[src/rtl/dot_pkg.sv]
`default_nettype none
// ----------------------------------------------------------------------------
// dot_pkg: shared sizes, types and the result-width helper for the feeder.
// Rev 1.0
// ----------------------------------------------------------------------------
package dot_pkg;

  function automatic int calc_out_w(input int width, input int n);
    return 2 * width + $clog2(n);
  endfunction

  localparam int WIDTH     = 8;
  localparam int N         = 3;
  localparam int FRAME     = 2 * N;
  localparam int OUT_W     = calc_out_w(WIDTH, N);
  localparam int RES_DEPTH = 2;

  typedef logic [$clog2(FRAME)-1:0] phase_t;
  typedef logic [WIDTH-1:0]         elem_t;

endpackage
`default_nettype wire

[src/rtl/dot_result_fifo.sv]
`default_nettype none
// ----------------------------------------------------------------------------
// dot_result_fifo: small shift-style FIFO whose head is a flop, so rd_data is
// registered. Rev 1.0
// ----------------------------------------------------------------------------
module dot_result_fifo
  import dot_pkg::*;
#(
  parameter int DEPTH = RES_DEPTH,
  parameter int W     = OUT_W
) (
  input  logic                         clk,
  input  logic                         reset,
  input  logic                         push,
  input  logic [W-1:0]                 push_data,
  input  logic                         rd_ready,
  output logic                         rd_valid,
  output logic [W-1:0]                 rd_data,
  output logic [$clog2(DEPTH+1)-1:0]   count
);

  localparam int CW = $clog2(DEPTH + 1);

  logic [W-1:0]  slot    [DEPTH];
  logic [W-1:0]  shifted [DEPTH];
  logic          pop;
  logic [CW-1:0] wr_idx;

  assign rd_valid = (count != '0);
  assign rd_data  = slot[0];
  assign pop      = rd_valid & rd_ready;
  // A simultaneous pop moves everything down one slot, so the write lands lower.
  assign wr_idx   = pop ? (count - CW'(1)) : count;

  for (genvar i = 0; i < DEPTH; i++) begin : g_slot
    if (i < DEPTH - 1) begin : g_mid
      assign shifted[i] = slot[i+1];
    end else begin : g_last
      assign shifted[i] = '0;
    end
  end

  always_ff @(posedge clk) begin
    if (reset) begin
      count <= '0;
      for (int i = 0; i < DEPTH; i++) slot[i] <= '0;
    end else begin
      count <= count + CW'(push) - CW'(pop);
      for (int i = 0; i < DEPTH; i++) begin
        if (push && (wr_idx == CW'(i))) slot[i] <= push_data;
        else if (pop)                   slot[i] <= shifted[i];
      end
    end
  end

endmodule
`default_nettype wire

[src/rtl/dot_stream_feeder.sv]
`default_nettype none
// ----------------------------------------------------------------------------
// dot_stream_feeder: frames A/B vectors onto the dot unit's byte stream and
// collects its results into a small FIFO. Rev 1.0
// ----------------------------------------------------------------------------
module dot_stream_feeder
  import dot_pkg::*;
#(
  parameter int WIDTH     = dot_pkg::WIDTH,
  parameter int N         = dot_pkg::N,
  parameter int OUT_W     = calc_out_w(WIDTH, N),
  parameter int RES_DEPTH = dot_pkg::RES_DEPTH
) (
  input  logic                 clk,
  input  logic                 reset,
  input  logic                 req_valid,
  output logic                 req_ready,
  input  logic [N*WIDTH-1:0]   req_a,
  input  logic [N*WIDTH-1:0]   req_b,
  output logic [WIDTH-1:0]     din,
  input  logic                 run,
  input  logic [OUT_W-1:0]     dout,
  output logic                 res_valid,
  input  logic                 res_ready,
  output logic [OUT_W-1:0]     res_data,
  output logic                 err
);

  localparam int FRAME = 2 * N;
  localparam int PW    = $clog2(FRAME);
  localparam int CW    = $clog2(RES_DEPTH + 1);
  localparam int OW    = CW + 1;

  logic [PW-1:0]          p;
  logic [FRAME*WIDTH-1:0] shreg;
  logic [CW-1:0]          inflight;
  logic [CW-1:0]          fifo_count;
  logic                   streaming;
  logic                   cap_due;
  logic                   last_phase;
  logic                   first_phase;
  logic                   pop;
  logic                   accept;
  logic                   capture;
  logic                   push;
  logic [OW-1:0]          occupancy;

  assign last_phase  = (p == PW'(FRAME - 1));
  assign first_phase = (p == '0);
  assign pop         = res_valid & res_ready;
  assign occupancy   = OW'(fifo_count) + OW'(inflight) - OW'(pop);
  assign req_ready   = !reset && last_phase && (occupancy < OW'(RES_DEPTH));
  assign accept      = req_valid & req_ready;
  assign capture     = first_phase & cap_due;
  assign push        = capture & run;

  always_ff @(posedge clk) begin
    if (reset) begin
      p         <= '0;
      shreg     <= '0;
      din       <= '0;
      inflight  <= '0;
      streaming <= 1'b0;
      cap_due   <= 1'b0;
      err       <= 1'b0;
    end else begin
      p <= last_phase ? '0 : p + PW'(1);

      // a0 goes straight to din; the rest queue behind it, zero-filled at the top.
      if (accept) begin
        din   <= req_a[WIDTH-1:0];
        shreg <= {{WIDTH{1'b0}}, req_b, req_a[N*WIDTH-1:WIDTH]};
      end else begin
        din   <= shreg[WIDTH-1:0];
        shreg <= {{WIDTH{1'b0}}, shreg[FRAME*WIDTH-1:WIDTH]};
      end

      // streaming marks the frame now on din; cap_due marks the one just finished.
      if (last_phase) begin
        streaming <= accept;
        cap_due   <= streaming;
      end

      if (accept)       inflight <= inflight + CW'(1);
      else if (capture) inflight <= inflight - CW'(1);

      if ((capture && !run) || (run && !first_phase)) err <= 1'b1;
    end
  end

  dot_result_fifo #(
    .DEPTH (RES_DEPTH),
    .W     (OUT_W)
  ) u_fifo (
    .clk       (clk),
    .reset     (reset),
    .push      (push),
    .push_data (dout),
    .rd_ready  (res_ready),
    .rd_valid  (res_valid),
    .rd_data   (res_data),
    .count     (fifo_count)
  );

endmodule
`default_nettype wire

[config.mk]
export PLATFORM = sky130hd
export DESIGN_NAME = dot_stream_feeder
export DESIGN_NICKNAME = d
export VERILOG_FILES = /design/src/rtl/dot_pkg.sv /design/src/rtl/dot_result_fifo.sv /design/src/rtl/dot_stream_feeder.sv
export SDC_FILE = /design/constraint.sdc
export NUM_CORES = 1
export LEC_CHECK = 0
export ABC_AREA = 0
export CAP_MARGIN = 20
export CORE_ASPECT_RATIO = 0.5
export CORE_MARGIN = 4
export CORE_UTILIZATION = 40
export DETAILED_ROUTE_END_ITERATION = 8
export PLACE_DENSITY = 0.68
export SLEW_MARGIN = 20
export SYNTH_ARGS = -nofsm -noshare
export SYNTH_HDL_FRONTEND = slang
export SYNTH_SLANG_ARGS = --single-unit
[constraint.sdc]
create_clock -name clk -period 4.8 [get_ports clk]
set_input_delay 0.72 -clock clk [delete_from_list [all_inputs] [get_ports clk]]
set_output_delay 0.72 -clock clk [all_outputs]
set_load 0.01 [all_outputs]
==> results of run 1 <==
-- flip-flops by register name, summed over array words and instances (netlist names) --
signal        flops
cap_due           1
shreg            40
din               8
streaming         1
err               1
p                 3
u_fifo.slot      36
u_fifo.count      2
inflight          2
-- layout make-up --
cell class / count / area [µm²]
clock inverter: 5 / 35.03
fill: 811 / 3809
inverter: 10 / 37.54
multi-input combinational: 262 / 1485
clock buffer: 11 / 275.3
timing repair buffer: 102 / 1008
tap: 117 / 146.4
sequential: 94 / 2062
-- layer usage --
layer | global-route usage [%] | vias up | share of wire, %
li1 | - | 1461 | -
met1 | 17.64 | 1226 | 46
met2 | 22.77 | 63 | 47
met3 | 4.201 | 11 | 5.7
met4 | 4.981 | 0 | 1.7
met5 | 0 | - | 0
-- metrics by stage --
stage | utilization (%) | area [µm²] | std cells
3_5_place_dp | 53.50 | 4740 | 585
6_report | 57.01 | 5050 | 601
4_1_cts | 57.01 | 5050 | 601
2_1_floorplan | - | 3705 | 387
3_3_place_gp | 53.50 | 4740 | 585
5_1_grt | 57.01 | 5050 | 601
-- final timing paths --
| path | end | cells past startpoint | slack [ns] |
|---|---|---|---|
| setup / recovery | req_ready | 8 | 0.80 |
| hold reg to reg | shreg[28] | 2 | 0.44 |
| hold / removal | shreg[28] | 2 | 0.44 |
| setup reg to reg | shreg[26] | 10 | 1.43 |
-- worst register-to-register path: cells and delay by family (launching register included) --
family                   cells  cell delay, ns
adder cells (fa/ha/maj)      2            0.75
AND/OR/NAND/NOR              5            1.60
buffers and inverters        1            0.13
AO/OA/AOI/OAI                1            0.15
flip-flops                   1            0.48
XOR/XNOR                     1            0.20
-- report_power, final --
| group | switching (mW) | internal, mW | total [mW] |
|---|---|---|---|
| Clock | 0.298 | 0.416 | 0.714 |
| Sequential | 0.0140 | 0.835 | 0.849 |
| Combinational | 0.109 | 0.130 | 0.239 |
| Total | 0.422 | 1.38 | 1.80 |
-- cells in the final DEF (no fill, tap or decap), drive strengths merged, types with 3 or more instances in the layout --
cell / Yosys / layout
nand2: 110 / 110
clkdlybuf4s50: 0 / 98
xor2: 3 / 3
a21oi: 44 / 44
a22o: 6 / 6
clkbuf: 9 / 11
edfxtp: 18 / 18
nor2: 26 / 26
dfxtp: 76 / 76
xnor2: 3 / 3
nand3: 3 / 3
buf: 12 / 4
mux2i: 30 / 30
ha: 6 / 6
and2: 11 / 11
inv: 10 / 12
-- cells by family after synthesis --
| logic type | share of synthesized area, % |
|---|---|
| multiplexers | 8.105 |
| AO/OA/AOI/OAI | 8.916 |
| adder cells (fa/ha/maj) | 2.567 |
| AND/OR/NAND/NOR | 18.71 |
| buffers and inverters | 4.626 |
| flip-flops | 55.66 |
| XOR/XNOR | 1.419 |
==> summary.md, run 1 <==
| Metric | Value |
|---|---|
| Final min period | 4.003 ns |
| Most used flip-flop cell after synthesis | dfxtp_1 |
| DRT Pass-1 Iters | 4 |
| Final net count | 557 |
| First-pass GRT wire length | 12.53 mm |
| EDFF count, synth | 18 |
| Min-Delay Startpoint | shreg[36] |
| Syn. warnings | 0 |
| Area leader, netlist | dfxtp_1 |
| Worst Path Max Fanout | 5 |
| Crit path required time | 4.08 ns |
| Starting DRC count in detailed routing | 132 |
| # IOs | 100 |
| Final Hold Vio Count | 0 |
| Synth top area share | 41.07% |
| Period utilization | 83.40% |
| CP max stage cell | clkdlybuf4s50_1 |
| Fin. max-slew vios | 0 |
| Unrepaired setup endpoints after global routing | false |
| Clock root cell | clkbuf_16 |
| Worst Tran Pin Value | 1.056 ns |
| Sequential element share of the synthesized area | 55.66% |
| GRT Residual Overflow | 0 |
| Fin worst setup slack | 0.7966 ns |
| Outcome | complete, no violations |
| Drt drc | 0 |
| Layout area overhead | 36.31% |
| Initial antenna violation count | 0 |
| VDD IR-drop max | 0.2100 mV |
| Worst-path clk slew | 0.07 ns |
| Synth Instances | 387 |
| Worst hold path type | flop to flop |
| Dpl hpwl | 5.032 mm |
| Post-synth top cells | nand2_1 (110), dfxtp_1 (76), a21oi_1 (44) |
| GPL Wtd Cong | 0.7344 |
| CTS buffer count | 9 |
| Core box area | 8859 µm² |
| Fin Hold WS | 0.4391 ns |
| CP arrival | 3.28 ns |
| Drt wl/cell | 12.66 µm |
| Final setup violation count | 0 |
| FMAX | 249.8 MHz |
| DR vias/cell | 4.594 |
| Vias in the first global route | 2645 |
| DIE WIDTH | 144.1 µm |
| Initial Utilization | 41.82% |
| Delay-heaviest family, CP | buffers and inverters |
| Worst path cell trace | clkdlybuf4s50_1 > nor2b_1 > xnor2_1 > nand2_1 > fa_1 > and4b_1 > and2_1 > clkdlybuf4s50_1 |
| Routed vias | 2761 |
| Setup bufs post-CTS | 0 |
| Leak | 1.957 nW |
| Yosys reg bits | 94 |
| Die height | 76.05 µm |
| Largest cells by area after synthesis | dfxtp_1 (41%), edfxtp_1 (15%), nand2_1 (11%) |
| Most used cell, CP | clkdlybuf4s50_1 |
| Clock Sinks | 94 |
| Worst setup path class | primary input to output port |
| CP Capture Type | output port |
| Total GRT Usage | 14.00% |
| Most frequent cell after synthesis | nand2_1 |
| CTS Hold Bufs | 0 |
| Fraction of layout cells with a size suffix above 1 | 4.959% |
| Die ar. | 10960 µm² |
| Antenna diode instance count | 0 |
| Placement Rows | 24 |
| Worst path bufs/invs | 2 |
| Normalized max-slew margin | 29.31% |
| Startpoint types | primary input |
| Post-Route WL | 7.611 mm |
| Cts repair resizes | 0 |
| Mapped cell area | 3705 µm² |
| Slowest stage delay, CP | 0.53 ns |
| Antenna viol nets, final | 0 |
| Skew final | 0.006469 ns |
| RR Startpoint | u_fifo.count[0] |
| CTS tree | yes |
| Mapped Nets | 465 |
| Port Buffer Count | 99 |
| Netlist cell types | 34 |
| Setup_tns | 0 ns |
| Tot Pwr | 1.803 mW |
| CP startpoint | res_ready |
| H-tree Lvls | 3 |
| Syn avg cell area | 9.573 µm² |
| Async S/R FF share, synth | 0% |
| CTS max path bufs | 2 |
| Max cap viols | 0 |
| Setup WS pre-CTS | 0.8160 ns |
| Skew-Pair Late Insertion Delay | 0.33 ns |
| Pin count of the biggest net entering global routing | 53 |
| P per Cell Area | 357.0 nW/µm² |
Power figures use the tool's default switching activity.
==> run 2, diff against run 1 <==
--- a/config.mk
+++ b/config.mk
@@ -11,7 +11,7 @@
 export CORE_MARGIN = 4
 export CORE_UTILIZATION = 40
 export DETAILED_ROUTE_END_ITERATION = 8
-export PLACE_DENSITY = 0.68
+export PLACE_DENSITY = 0.71
 export SLEW_MARGIN = 20
 export SYNTH_ARGS = -nofsm -noshare
 export SYNTH_HDL_FRONTEND = slang
==> constraint.sdc (replaced) <==
create_clock -name clk -period 3.3 [get_ports clk]
set_input_delay 0.495 -clock clk [delete_from_list [all_inputs] [get_ports clk]]
set_output_delay 0.495 -clock clk [all_outputs]
set_load 0.01 [all_outputs]
==> run 2 against run 1 <==
Global-route usage increased by 0.53 points. Setup slack got worse by 0.51 ns. Total power increased by 41%.
==> summary.md, run 2 (synthesized netlist as in run 1, its figures left out) <==
| Metric | Value |
|---|---|
| Outcome | complete, no violations |
| Biggest register | shreg |
| First-pass GRT wire length | 12.92 mm |
| DR vias/cell | 4.635 |
| Starting DRC count in detailed routing | 137 |
| Die ar. | 10960 µm² |
| Routed vias | 2823 |
| DIE WIDTH | 144.1 µm |
| CP arrival | 2.52 ns |
| VDD IR-drop max | 0.2925 mV |
| # IOs | 100 |
| DRT Pass-1 Iters | 4 |
| Crit path required time | 2.80 ns |
| Delay-heaviest family, CP | adder cells |
| Setup_tns | 0 ns |
| Largest registers | shreg x40, u_fifo.slot x36, din x8 |
| Commonest non-fill, non-tap cell in the layout | nand2_1 |
| Antenna diode instance count | 0 |
| Unrepaired setup endpoints after global routing | false |
| CTS buffer count | 9 |
| Total GRT Usage | 14.54% |
| Final min period | 3.013 ns |
| P per Cell Area | 499.9 nW/µm² |
| Drt drc | 0 |
| CP max stage cell | fa_1 |
| Worst setup path class | flop to output port |
| Initial antenna violation count | 0 |
| GRT Residual Overflow | 0 |
| GPL Wtd Cong | 0.7720 |
| Worst Tran Pin Value | 0.7219 ns |
| Clock Sinks | 94 |
| R2r worst-path depth | 12 |
| CTS max path bufs | 2 |
| Critical path depth in cells | 9 |
| Drt wl/cell | 12.71 µm |
| Max cap viols | 0 |
| Worst Path Max Fanout | 4 |
| Worst hold path type | flop to flop |
| Clock root cell | clkbuf_16 |
| CTS Hold Bufs | 0 |
| Worst path bufs/invs | 2 |
| Normalized max-slew margin | 51.50% |
| Initial Utilization | 41.82% |
| Period utilization | 91.29% |
| Cts repair resizes | 3 |
| Leak | 2.000 nW |
| Slowest stage delay, CP | 0.48 ns |
| Setup bufs post-CTS | 0 |
| Final setup violation count | 0 |
| Fin. max-slew vios | 0 |
| Fraction of layout cells with a size suffix above 1 | 6.707% |
| Post-Route WL | 7.739 mm |
| Port Buffer Count | 99 |
| CTS tree | yes |
| Most frequent cells in the layout | nand2_1 (110), clkdlybuf4s50_1 (97), dfxtp_1 (75), a21oi_1 (44), mux2i_1 (30) |
| Worst Hold Depth | 2 |
| Dpl hpwl | 5.127 mm |
| H-tree Lvls | 3 |
| Layout area overhead | 37.69% |
| Antenna viol nets, final | 0 |
| Die height | 76.05 µm |
| Final net count | 566 |
| Vias in the first global route | 2759 |
| Final Hold Vio Count | 0 |
| Startpoint types | flop |
| CP Capture Type | output port |
| Pin count of the biggest net entering global routing | 49 |
| Skew final | 0.005501 ns |
| Skew-Pair Late Insertion Delay | 0.34 ns |
| Tot Pwr | 2.550 mW |
| Worst path cell trace | inv_1 > ha_1 > nor2b_2 > xnor2_1 > nand2_1 > fa_1 > and4b_1 > and2_1 > dlygate4sd2_1 |
| Core box area | 8859 µm² |
| Worst-path clk slew | 0.06 ns |
| Placement Rows | 24 |
| FMAX | 331.9 MHz |
| Max FFs per register | 40 |
run 2: cell count changes in the layout (fill, tap and decap cells not counted), moves of 2 or more:
cell / delta
clkbuf_16: -2
buf_4: +7
buf_12: +2
inv_6: -2
run 2: area by class of cell:
class	count	area, µm²
Inverter	10	37.54
Clock inverter	4	23.77
Fill cell	757	3757
Multi-Input combinational cell	262	1488
Clock buffer	11	242.7
Sequential cell	94	2063
Tap cell	117	146.4
Timing Repair Buffer	111	1100
run 2: final timing paths:
kind                                      start        end  slack (ns)
worst min-delay path                  shreg[20]  shreg[12]        0.44
worst max register to register  u_fifo.count[1]  shreg[17]        0.66
worst max-delay path            u_fifo.count[1]  req_ready        0.29
worst min register to register        shreg[20]  shreg[12]        0.44
run 2: layer usage:
layer	wire length, µm	up-vias	part of all wire [%]	GRT usage, %
met4	84	0	1.1	4.511
met5	0	-	0	0
li1	-	1480	-	-
met2	3703	62	48	23.93
met3	345	7	4.5	4.702
met1	3605	1274	47	18.13
run 2: through the flow:
stage / util [%] / setup slack [ns] / std cells / hold slack, ns / area (µm²)
6_report: 57.58 / 0.2873 / 609 / 0.4394 / 5101
5_1_grt: 57.58 / 0.1262 / 609 / 0.4462 / 5101
4_1_cts: 57.58 / 0.2648 / 609 / 0.4388 / 5101
3_5_place_dp: 54.55 / 0.008749 / 594 / 0.4291 / 4832
3_3_place_gp: 54.55 / 0.009933 / 594 / 0.4246 / 4832
2_1_floorplan: - / 0.6892 / 387 / 0.4218 / 3705
run 2: report_power, final:
| part | total [mW] | switching [mW] | internal (mW) |
|---|---|---|---|
| registers | 1.23 | 0.0156 | 1.22 |
| clock network | 0.935 | 0.410 | 0.524 |
| logic | 0.384 | 0.174 | 0.211 |
| total | 2.55 | 0.600 | 1.95 |
run 2: tightest hold or removal path: cells and delay by family (launching register included):
family / cells / cell delay [ns]
AO/OA/AOI/OAI: 1 / 0.05
flip-flops: 1 / 0.30
AND/OR/NAND/NOR: 1 / 0.05
==> variant (flow settings as in run 1) <==
`RES_DEPTH`: 2 -> 8.
--- a/src/rtl/dot_pkg.sv
+++ b/src/rtl/dot_pkg.sv
@@ -13,7 +13,7 @@
   localparam int N         = 3;
   localparam int FRAME     = 2 * N;
   localparam int OUT_W     = calc_out_w(WIDTH, N);
-  localparam int RES_DEPTH = 2;
+  localparam int RES_DEPTH = 8;
 
   typedef logic [$clog2(FRAME)-1:0] phase_t;
   typedef logic [WIDTH-1:0]         elem_t;
Check against the original RTL: no difference found for any inputs over 10 cycles, from zero or initial values and one cycle with reset high; that may be too few to reach the edited logic, so the function may still have changed.
==> variant against run 1 <==
Sequential cell count grew 112. Synthesized area grew to 2.6 times the old value. Power grew to 3.0 times the old value. Setup slack lost 0.42 ns. Global-route usage grew 2.5 points. Critical path type is now reg2out. Design area grew 130%. Routed wire length grew to 3.0 times the old value.
==> variant: results (changes against run 1) <==
- Status: finished, final reports clean (unchanged)
- Clock group total power: 1540 uW (was 714 uW)
- Non-clock buffer total of the final layout: 122 (was 102)
- Maximum clock path buffer count: 3 (was 2)
- Filler cells: 2090 (was 811)
- Clkbuf count: 24 (was 11)
- #MultiIn Comb: 541 (was 262)
- Worst-Skew Late Latency: 0.51 ns (was 0.33 ns)
- Clock buffer count from CTS: 20 (was 9)
- H-tree depth: 1 (was 3)
- Vias in the first global route: 6558 (was 2645)
- Final non-clock buffer share: 10.09% (was 19.97%)
- Slew @ Worst Pin: 1.152 ns (was 1.056 ns)
- Largest net degree at the start of global routing: 84 (was 53)
- GP Congestion: 0.7850 (was 0.7344)
- Syn_nets: 919 (was 465)
- Largest regs: u_fifo.slot x144, shreg x40, din x8 (was shreg x40, u_fifo.slot x36, din x8)
- Seq/Total Area, Yosys: 57.16% (was 55.66%)
- Inverters, non-clock: 22 (was 10)
- Sequential Power: 2490 uW (was 849 uW)
- Synth Flop Type: edfxtp_1 (was dfxtp_1)
- Register share of total power: 45.8% (was 47.1%)
- Leading post-synthesis cells by cell area: edfxtp_1 44%, mux2i_1 13%, dfxtp_1 13% (was dfxtp_1 41%, edfxtp_1 15%, nand2_1 11%)
- Worst Reg-to-Reg Cells: 8 (was 10)
- WS Path Type: reg2out (was in2out)
- Multi-input gate area: 3792 um^2 (was 1485 um^2)
- Static leakage: 0.004117 uW (was 0.001957 uW)
- Min cycle time layout: 4.427 ns (was 4.003 ns)
- Post-synthesis register bit count: 206 (was 94)
- Placed cells: 1206 (was 585)
- Placed cell area: 11010 um^2 (was 4740 um^2)
- Setup WS pre-CTS: 0.5365 ns (was 0.8160 ns)
- Post-synth EDFFs: 144 (was 18)
- Std cell rows: 40 (was 24)
- Reg2reg end: u_fifo.slot[0][40] (was shreg[26])
- HPWL Detailed: 14.35 mm (was 5.032 mm)
- Worst-case vdd ir drop: 0.2550 mV (was 0.2100 mV)
- Worst Skew: 0.02092 ns (was 0.006469 ns)
- DR vias/cell: 5.285 (was 4.594)
- CP Max Fanout: 12 (was 5)
- Share of post-route cells with drive strength above 1: 7.667% (was 4.959%)
[variant: cell types whose count changed in the layout (fill, tap and decap cells not counted), moves of 9 or more]
cell and delta:
and2_1 +18, buf_4 +20, clkbuf_16 +9, dfxtp_1 -16
edfxtp_1 +126, ha_1 +13, inv_1 +10, mux2i_1 +100
nand2_1 -29, nand2b_1 +41, nand3_1 +19, nand3b_1 +40
nor2_1 +24, o2111ai_1 +18
[variant: metal layers]
layer	vias to the layer above	track usage, %	share of wire, %
met4	0	3.629	1.7
met2	210	27.24	46
met3	23	3.829	7.2
li1	3145	-	-
met5	-	0	0
met1	3181	22.42	45
[variant: cells by family after synthesis]
kind of cell             after synthesis  synth area share [%]
AND/OR/NAND/NOR                      298                 16.36
XOR/XNOR                               3                0.2699
buffers and inverters                 80                 4.074
AO/OA/AOI/OAI                         89                 5.912
adder cells (fa/ha/maj)               21                 2.853
flip-flops                           206                 57.16
multiplexers                         130                 13.37
